`config.mk`:
```
export PLATFORM = sky130hd
export DESIGN_NAME = otter_mem_ecc_encoder
export DESIGN_NICKNAME = d
export VERILOG_FILES = /design/src/rtl/otter_ecc_pkg.sv /design/src/rtl/otter_ecc_par_gen.sv /design/src/rtl/otter_mem_ecc_encoder.sv
export SDC_FILE = /design/constraint.sdc
export NUM_CORES = 1
export LEC_CHECK = 0
export CAP_MARGIN = 20
export CORE_UTILIZATION = 49
export CTS_BUF_LIST = sky130_fd_sc_hd__clkbuf_16
export DETAILED_ROUTE_END_ITERATION = 12
export GPL_ROUTABILITY_DRIVEN = 0
export PLACE_DENSITY_LB_ADDON = 0.25
export SETUP_SLACK_MARGIN = 0.02
export SLEW_MARGIN = 30
export SYNTH_ARGS = -nofsm -noshare
export SYNTH_HDL_FRONTEND = slang
export SYNTH_SLANG_ARGS = --single-unit
```
`constraint.sdc`:
```
create_clock -name MEM_CLK -period 3.2 [get_ports MEM_CLK]
set_clock_uncertainty 0.05 [all_clocks]
set_input_delay 0.32 -clock MEM_CLK [delete_from_list [all_inputs] [get_ports MEM_CLK]]
set_output_delay 0.32 -clock MEM_CLK [all_outputs]
set_load 0.03 [all_outputs]
```
`src/rtl/otter_ecc_pkg.sv`:
```
// Shared definitions for the OTTER memory ECC write path.
//   - state_e   : write-path FSM states
//   - PAR_W     : number of Hamming check bits stored per 32-bit word
//   - DATA_POS  : codeword position (1..38) of each data bit 0..31
// Check bits sit at the power-of-two positions 1,2,4,8,16,32. Data bits fill
// the remaining positions in ascending order.
package otter_ecc_pkg;

  localparam int DATA_W = 32;
  localparam int PAR_W  = 6;
  localparam int BYTES  = DATA_W / 8;

  typedef enum logic [1:0] {
    IDLE,
    RD_REQ,
    RD_WAIT,
    WRITE
  } state_e;

  // Index i holds the codeword position of data bit i.
  localparam logic [PAR_W-1:0] DATA_POS [DATA_W] = '{
    6'd3,  6'd5,  6'd6,  6'd7,
    6'd9,  6'd10, 6'd11, 6'd12, 6'd13, 6'd14, 6'd15,
    6'd17, 6'd18, 6'd19, 6'd20, 6'd21, 6'd22, 6'd23,
    6'd24, 6'd25, 6'd26, 6'd27, 6'd28, 6'd29, 6'd30, 6'd31,
    6'd33, 6'd34, 6'd35, 6'd36, 6'd37, 6'd38
  };

endpackage

```
`src/rtl/otter_ecc_par_gen.sv`:
```
// Combinational Hamming check-bit generator.
//   data_i : 32-bit data word
//   par_o  : 6 check bits; par_o[k] is the XOR of every data bit whose
//            codeword position has bit k set (par_o[0] guards position 1).
module otter_ecc_par_gen
  import otter_ecc_pkg::*;
(
  input  logic [DATA_W-1:0] data_i,
  output logic [PAR_W-1:0]  par_o
);

  always_comb begin
    // NOTE: every always_comb output gets a default first so no path leaves it
    // unassigned, which would otherwise infer a latch.
    par_o = '0;
    for (int i = 0; i < DATA_W; i++) begin
      for (int k = 0; k < PAR_W; k++) begin
        if (DATA_POS[i][k]) par_o[k] = par_o[k] ^ data_i[i];
      end
    end
  end

endmodule

```
`src/rtl/otter_mem_ecc_encoder.sv`:
```
// Write-side ECC encoder for the OTTER protected data array.
// Full-word writes are encoded and written directly; partial writes perform a
// read-modify-write: the corrected word is read back, the enabled bytes are
// merged in, and the merged word is re-encoded before writing.
// Ports:
//   MEM_CLK, MEM_RST_N     : clock, asynchronous active-low reset
//   WR_VALID/WR_READY      : write request handshake
//   WR_ADDR/WR_DATA/WR_BE  : request word address, data, byte enables
//   MEM_RDEN               : one-cycle read strobe (RMW)
//   MEM_RVALID/MEM_RDATA   : corrected read word from the checker path
//   MEM_WE                 : one-cycle write strobe
//   MEM_ADDR               : address for read or write
//   MEM_WDATA/MEM_WPAR     : data word and its check bits to store
module otter_mem_ecc_encoder
  import otter_ecc_pkg::*;
#(
  parameter int ADDR_W = 14
) (
  input  logic              MEM_CLK,
  input  logic              MEM_RST_N,
  input  logic              WR_VALID,
  output logic              WR_READY,
  input  logic [ADDR_W-1:0] WR_ADDR,
  input  logic [DATA_W-1:0] WR_DATA,
  input  logic [BYTES-1:0]  WR_BE,
  output logic              MEM_RDEN,
  input  logic              MEM_RVALID,
  input  logic [DATA_W-1:0] MEM_RDATA,
  output logic              MEM_WE,
  output logic [ADDR_W-1:0] MEM_ADDR,
  output logic [DATA_W-1:0] MEM_WDATA,
  output logic [PAR_W-1:0]  MEM_WPAR
);

  state_e              state_q, state_d;
  logic [ADDR_W-1:0]   addr_q;
  logic [DATA_W-1:0]   data_q;
  logic [BYTES-1:0]    be_q;
  logic [DATA_W-1:0]   wdata_q;
  logic [PAR_W-1:0]    par_q;

  logic                accept;
  logic                rd_done;
  logic [DATA_W-1:0]   merged;
  logic [DATA_W-1:0]   par_src;
  logic [PAR_W-1:0]    par_out;

  assign accept  = (state_q == IDLE) && WR_VALID;
  assign rd_done = (state_q == RD_WAIT) && MEM_RVALID;

  // Enabled bytes come from the captured request, the rest from the array.
  always_comb begin
    merged = '0;
    for (int j = 0; j < BYTES; j++) begin
      merged[8*j +: 8] = be_q[j] ? data_q[8*j +: 8] : MEM_RDATA[8*j +: 8];
    end
  end

  // One generator serves both paths: the merged word is only needed while
  // waiting for read data, otherwise the incoming request is encoded.
  assign par_src = (state_q == RD_WAIT) ? merged : WR_DATA;

  otter_ecc_par_gen u_par_gen (
    .data_i (par_src),
    .par_o  (par_out)
  );

  always_ff @(posedge MEM_CLK or negedge MEM_RST_N) begin
    if (!MEM_RST_N) begin
      state_q <= IDLE;
    end else begin
      // NOTE: sequential state uses non-blocking assignment so every register
      // samples pre-edge values regardless of statement order.
      state_q <= state_d;
    end
  end

  always_comb begin
    state_d  = state_q;
    WR_READY = 1'b0;
    MEM_RDEN = 1'b0;
    MEM_WE   = 1'b0;
    unique case (state_q)
      IDLE: begin
        // Gated so the request port looks busy for the whole reset interval.
        WR_READY = MEM_RST_N;
        if (WR_VALID) begin
          if (WR_BE == '1)      state_d = WRITE;
          else if (WR_BE != '0) state_d = RD_REQ;
        end
      end
      RD_REQ: begin
        MEM_RDEN = 1'b1;
        state_d  = RD_WAIT;
      end
      RD_WAIT: begin
        if (MEM_RVALID) state_d = WRITE;
      end
      WRITE: begin
        MEM_WE  = 1'b1;
        state_d = IDLE;
      end
      default: state_d = IDLE;
    endcase
  end

  always_ff @(posedge MEM_CLK or negedge MEM_RST_N) begin
    if (!MEM_RST_N) begin
      // NOTE: the datapath registers are reset too, so the array-facing
      // outputs read zero during reset rather than stale values.
      addr_q  <= '0;
      data_q  <= '0;
      be_q    <= '0;
      wdata_q <= '0;
      par_q   <= '0;
    end else begin
      if (accept) begin
        addr_q <= WR_ADDR;
        data_q <= WR_DATA;
        be_q   <= WR_BE;
        if (WR_BE == '1) begin
          wdata_q <= WR_DATA;
          par_q   <= par_out;
        end
      end
      if (rd_done) begin
        wdata_q <= merged;
        par_q   <= par_out;
      end
    end
  end

  assign MEM_ADDR  = addr_q;
  assign MEM_WDATA = wdata_q;
  assign MEM_WPAR  = par_q;

endmodule

```
==> qor.txt <==
CTS resizes -> 0
Clk_lat worst skew -> 0.35 ns
Mapped Nets -> 573
Vias in the first global route -> 4036
Yosys cell types -> 29
Tot Pwr -> 0.00858 W
ANT cells -> 0
Die X -> 103 um
Post-Syn Instances -> 482
Hold_buf cts -> 0
Final setup vio count -> 0
CTS Sinks -> 90
Synth warn -> 0
Core footprint -> 0.00986 mm^2
Critical path type -> reg -> reg
CP Max Fanout -> 33
Initial antenna violation count -> 0
DR vias -> 3927
Outcome -> finished clean
TNS Setup -> 0 ns
TritonCTS clock tree -> built
Share of layout cells above drive strength 1 -> 13.9%
Syn avg cell area -> 10.4 um^2
Global-route wire length before repair -> 19.6 mm
Nets -> 703
Vias per cell -> 5.24
Initial Utilization -> 51.0%
Critical path capture point type -> flop
Clk slew on worst S/H paths -> 0.06 ns
Register bit total from synthesis -> 90
Post-CTS Setup Inserts -> 0
Total track usage -> 24.6%
Layout area overhead -> 35.9%
RSZ-0062 raised after global routing -> no
Die area -> 0.0107 mm^2
Drt total wl -> 12.2 mm
Drt drc -> 0
Most common cell after layout, fill and taps aside -> clkdlybuf4s50_1
CP Launch Type -> flop
Final Max Tran Viols -> 0
Fmax -> 348 MHz
Post-DRT Antenna Nets -> 0
Period utilisation layout -> 89.9%
Worst hold slack -> 0.0432 ns
DPL Wire Length -> 9.08 mm
Final Hold Fails -> 0
Port Buffer Count -> 140
Iteration-0 DRC count of the detailed router -> 97
Drt first pass iters -> 4
H-tree depth reported by CTS -> 3
Fillers -> 728
WP data arrival -> 3.06 ns
Post-route setup slack -> 0.324 ns
Pwr/cell area -> 1250 mW/mm^2
Min cycle time layout -> 2.88 ns
Total gr overflow -> 0
CTS Buf Count -> 9
MaxCap Viol Count -> 0
Worst-Margin Slew -> 0.597 ns
Ports -> 141
Max-slew headroom -> 60.2%
Sequential element share of the synthesized area -> 44.7%
Pre-CTS setup slack -> 0.353 ns
CTS root buffer -> clkbuf_16
Clk buf depth -> 2
Worst Hold Class -> in -> async
Pin count of the biggest net entering global routing -> 48
Worst EP required -> 3.38 ns
Synthesized area -> 0.00503 mm^2
Die H -> 103 um
Placement Rows -> 36
WL per Instance -> 16.3 um
Most frequent cells in the layout -> 139 x clkdlybuf4s50_1, 90 x dfrtp_1, 61 x nor2_1, 51 x mux2_2, 48 x a21oi_1
P_leak -> 3.00 nW
Peak supply drop -> 0.594 mV
flip-flops by register name, indices dropped and copies added (netlist names):
| name | flops |
|---|---|
| data_q | 32 |
| MEM_WDATA | 32 |
| MEM_WPAR | 6 |
| be_q | 4 |
| state_q | 2 |
| MEM_ADDR | 14 |
synthesized netlist by cell type, drive strengths merged:
cell type	count	area share (%)
a21o	12	1.8
a21oi	49	4.9
a31oi	1	0.12
and2	2	0.25
and4	1	0.17
buf	18	2.3
clkbuf	12	0.89
dfrtp	90	45
ha	5	1.2
inv	2	0.15
mux2	52	12
mux2i	35	7.3
nand2	44	3.3
nor2	61	4.5
nor2b	1	0.12
o21ai	41	4.1
o41ai	1	0.17
xnor2	32	6.3
xnor3	7	3.1
xor2	16	2.8
worst max-delay path, cell delays in order (launching register included):
cell     delay, ns
dfrtp_1       0.41
inv_1         0.12
ha_2          0.44
buf_12        0.24
nor2_1        0.06
a21o_1        0.19
xor2_1        0.38
xnor2_2       0.18
xnor3_1       0.41
mux2_2        0.26
layout make-up:
cell class / count / area, um^2 / share of cell area [%]
repair buffers: 149 / 1490 / 21.8
well taps: 133 / 166 / 2.43
clock buffers: 9 / 225 / 3.29
multi-input cells: 360 / 2640 / 38.6
flip-flops and latches: 90 / 2250 / 32.9
inverters: 2 / 7.51 / 0.110
clock inverters: 7 / 61.3 / 0.896
per-layer routing:
layer	track usage, %	share of wire (%)	up-vias
met1	32.0	44	1882
met2	40.1	48	126
li1	-	-	1903
met3	5.65	6.9	16
met4	9.64	1.7	0
met5	0	0	-
cell families (layout without fill, tap and decap cells):
group / Yosys count / in the layout / synth area share, %
flip-flops: 90 / 90 / 44.7
buffers and inverters: 32 / 167 / 3.33
XOR/XNOR: 55 / 55 / 12.2
AND/OR/NAND/NOR: 109 / 109 / 8.37
multiplexers: 87 / 87 / 19.0
AO/OA/AOI/OAI: 104 / 104 / 11.1
adder cells (fa/ha/maj): 5 / 5 / 1.24
worst paths after layout:
check                                           from                        end  slack, ns  depth (start not counted)
min                                        MEM_RST_N  MEM_WDATA[10]$_DFFE_PN0P_       0.04                          2
min in group MEM_CLK       MEM_WDATA[13]$_DFFE_PN0P_  MEM_WDATA[13]$_DFFE_PN0P_       0.43                          2
max                           state_q[0]$_DFFE_PN0P_    MEM_WPAR[1]$_DFFE_PN0P_       0.32                          9
max in group asynchronous                  MEM_RST_N  MEM_WDATA[31]$_DFFE_PN0P_       2.03                          3
min reg2reg                MEM_WDATA[13]$_DFFE_PN0P_  MEM_WDATA[13]$_DFFE_PN0P_       0.43                          2
max reg2reg                   state_q[0]$_DFFE_PN0P_    MEM_WPAR[1]$_DFFE_PN0P_       0.32                          9
per-stage QoR:
step	util [%]	area [um^2]	instances
2_1_floorplan	-	5030	482
3_3_place_gp	66.5	6560	734
3_5_place_dp	66.5	6560	734
4_1_cts	69.4	6840	750
5_1_grt	69.4	6840	750
6_report	69.4	6840	750
where the power goes:
| part | switching (W) | internal, W |
|---|---|---|
| clock | 0.000434 | 0.000595 |
| sequential | 0.000396 | 0.00170 |
| combinational | 0.00261 | 0.00284 |
Note: power is estimated with default switching activity, not from simulation.
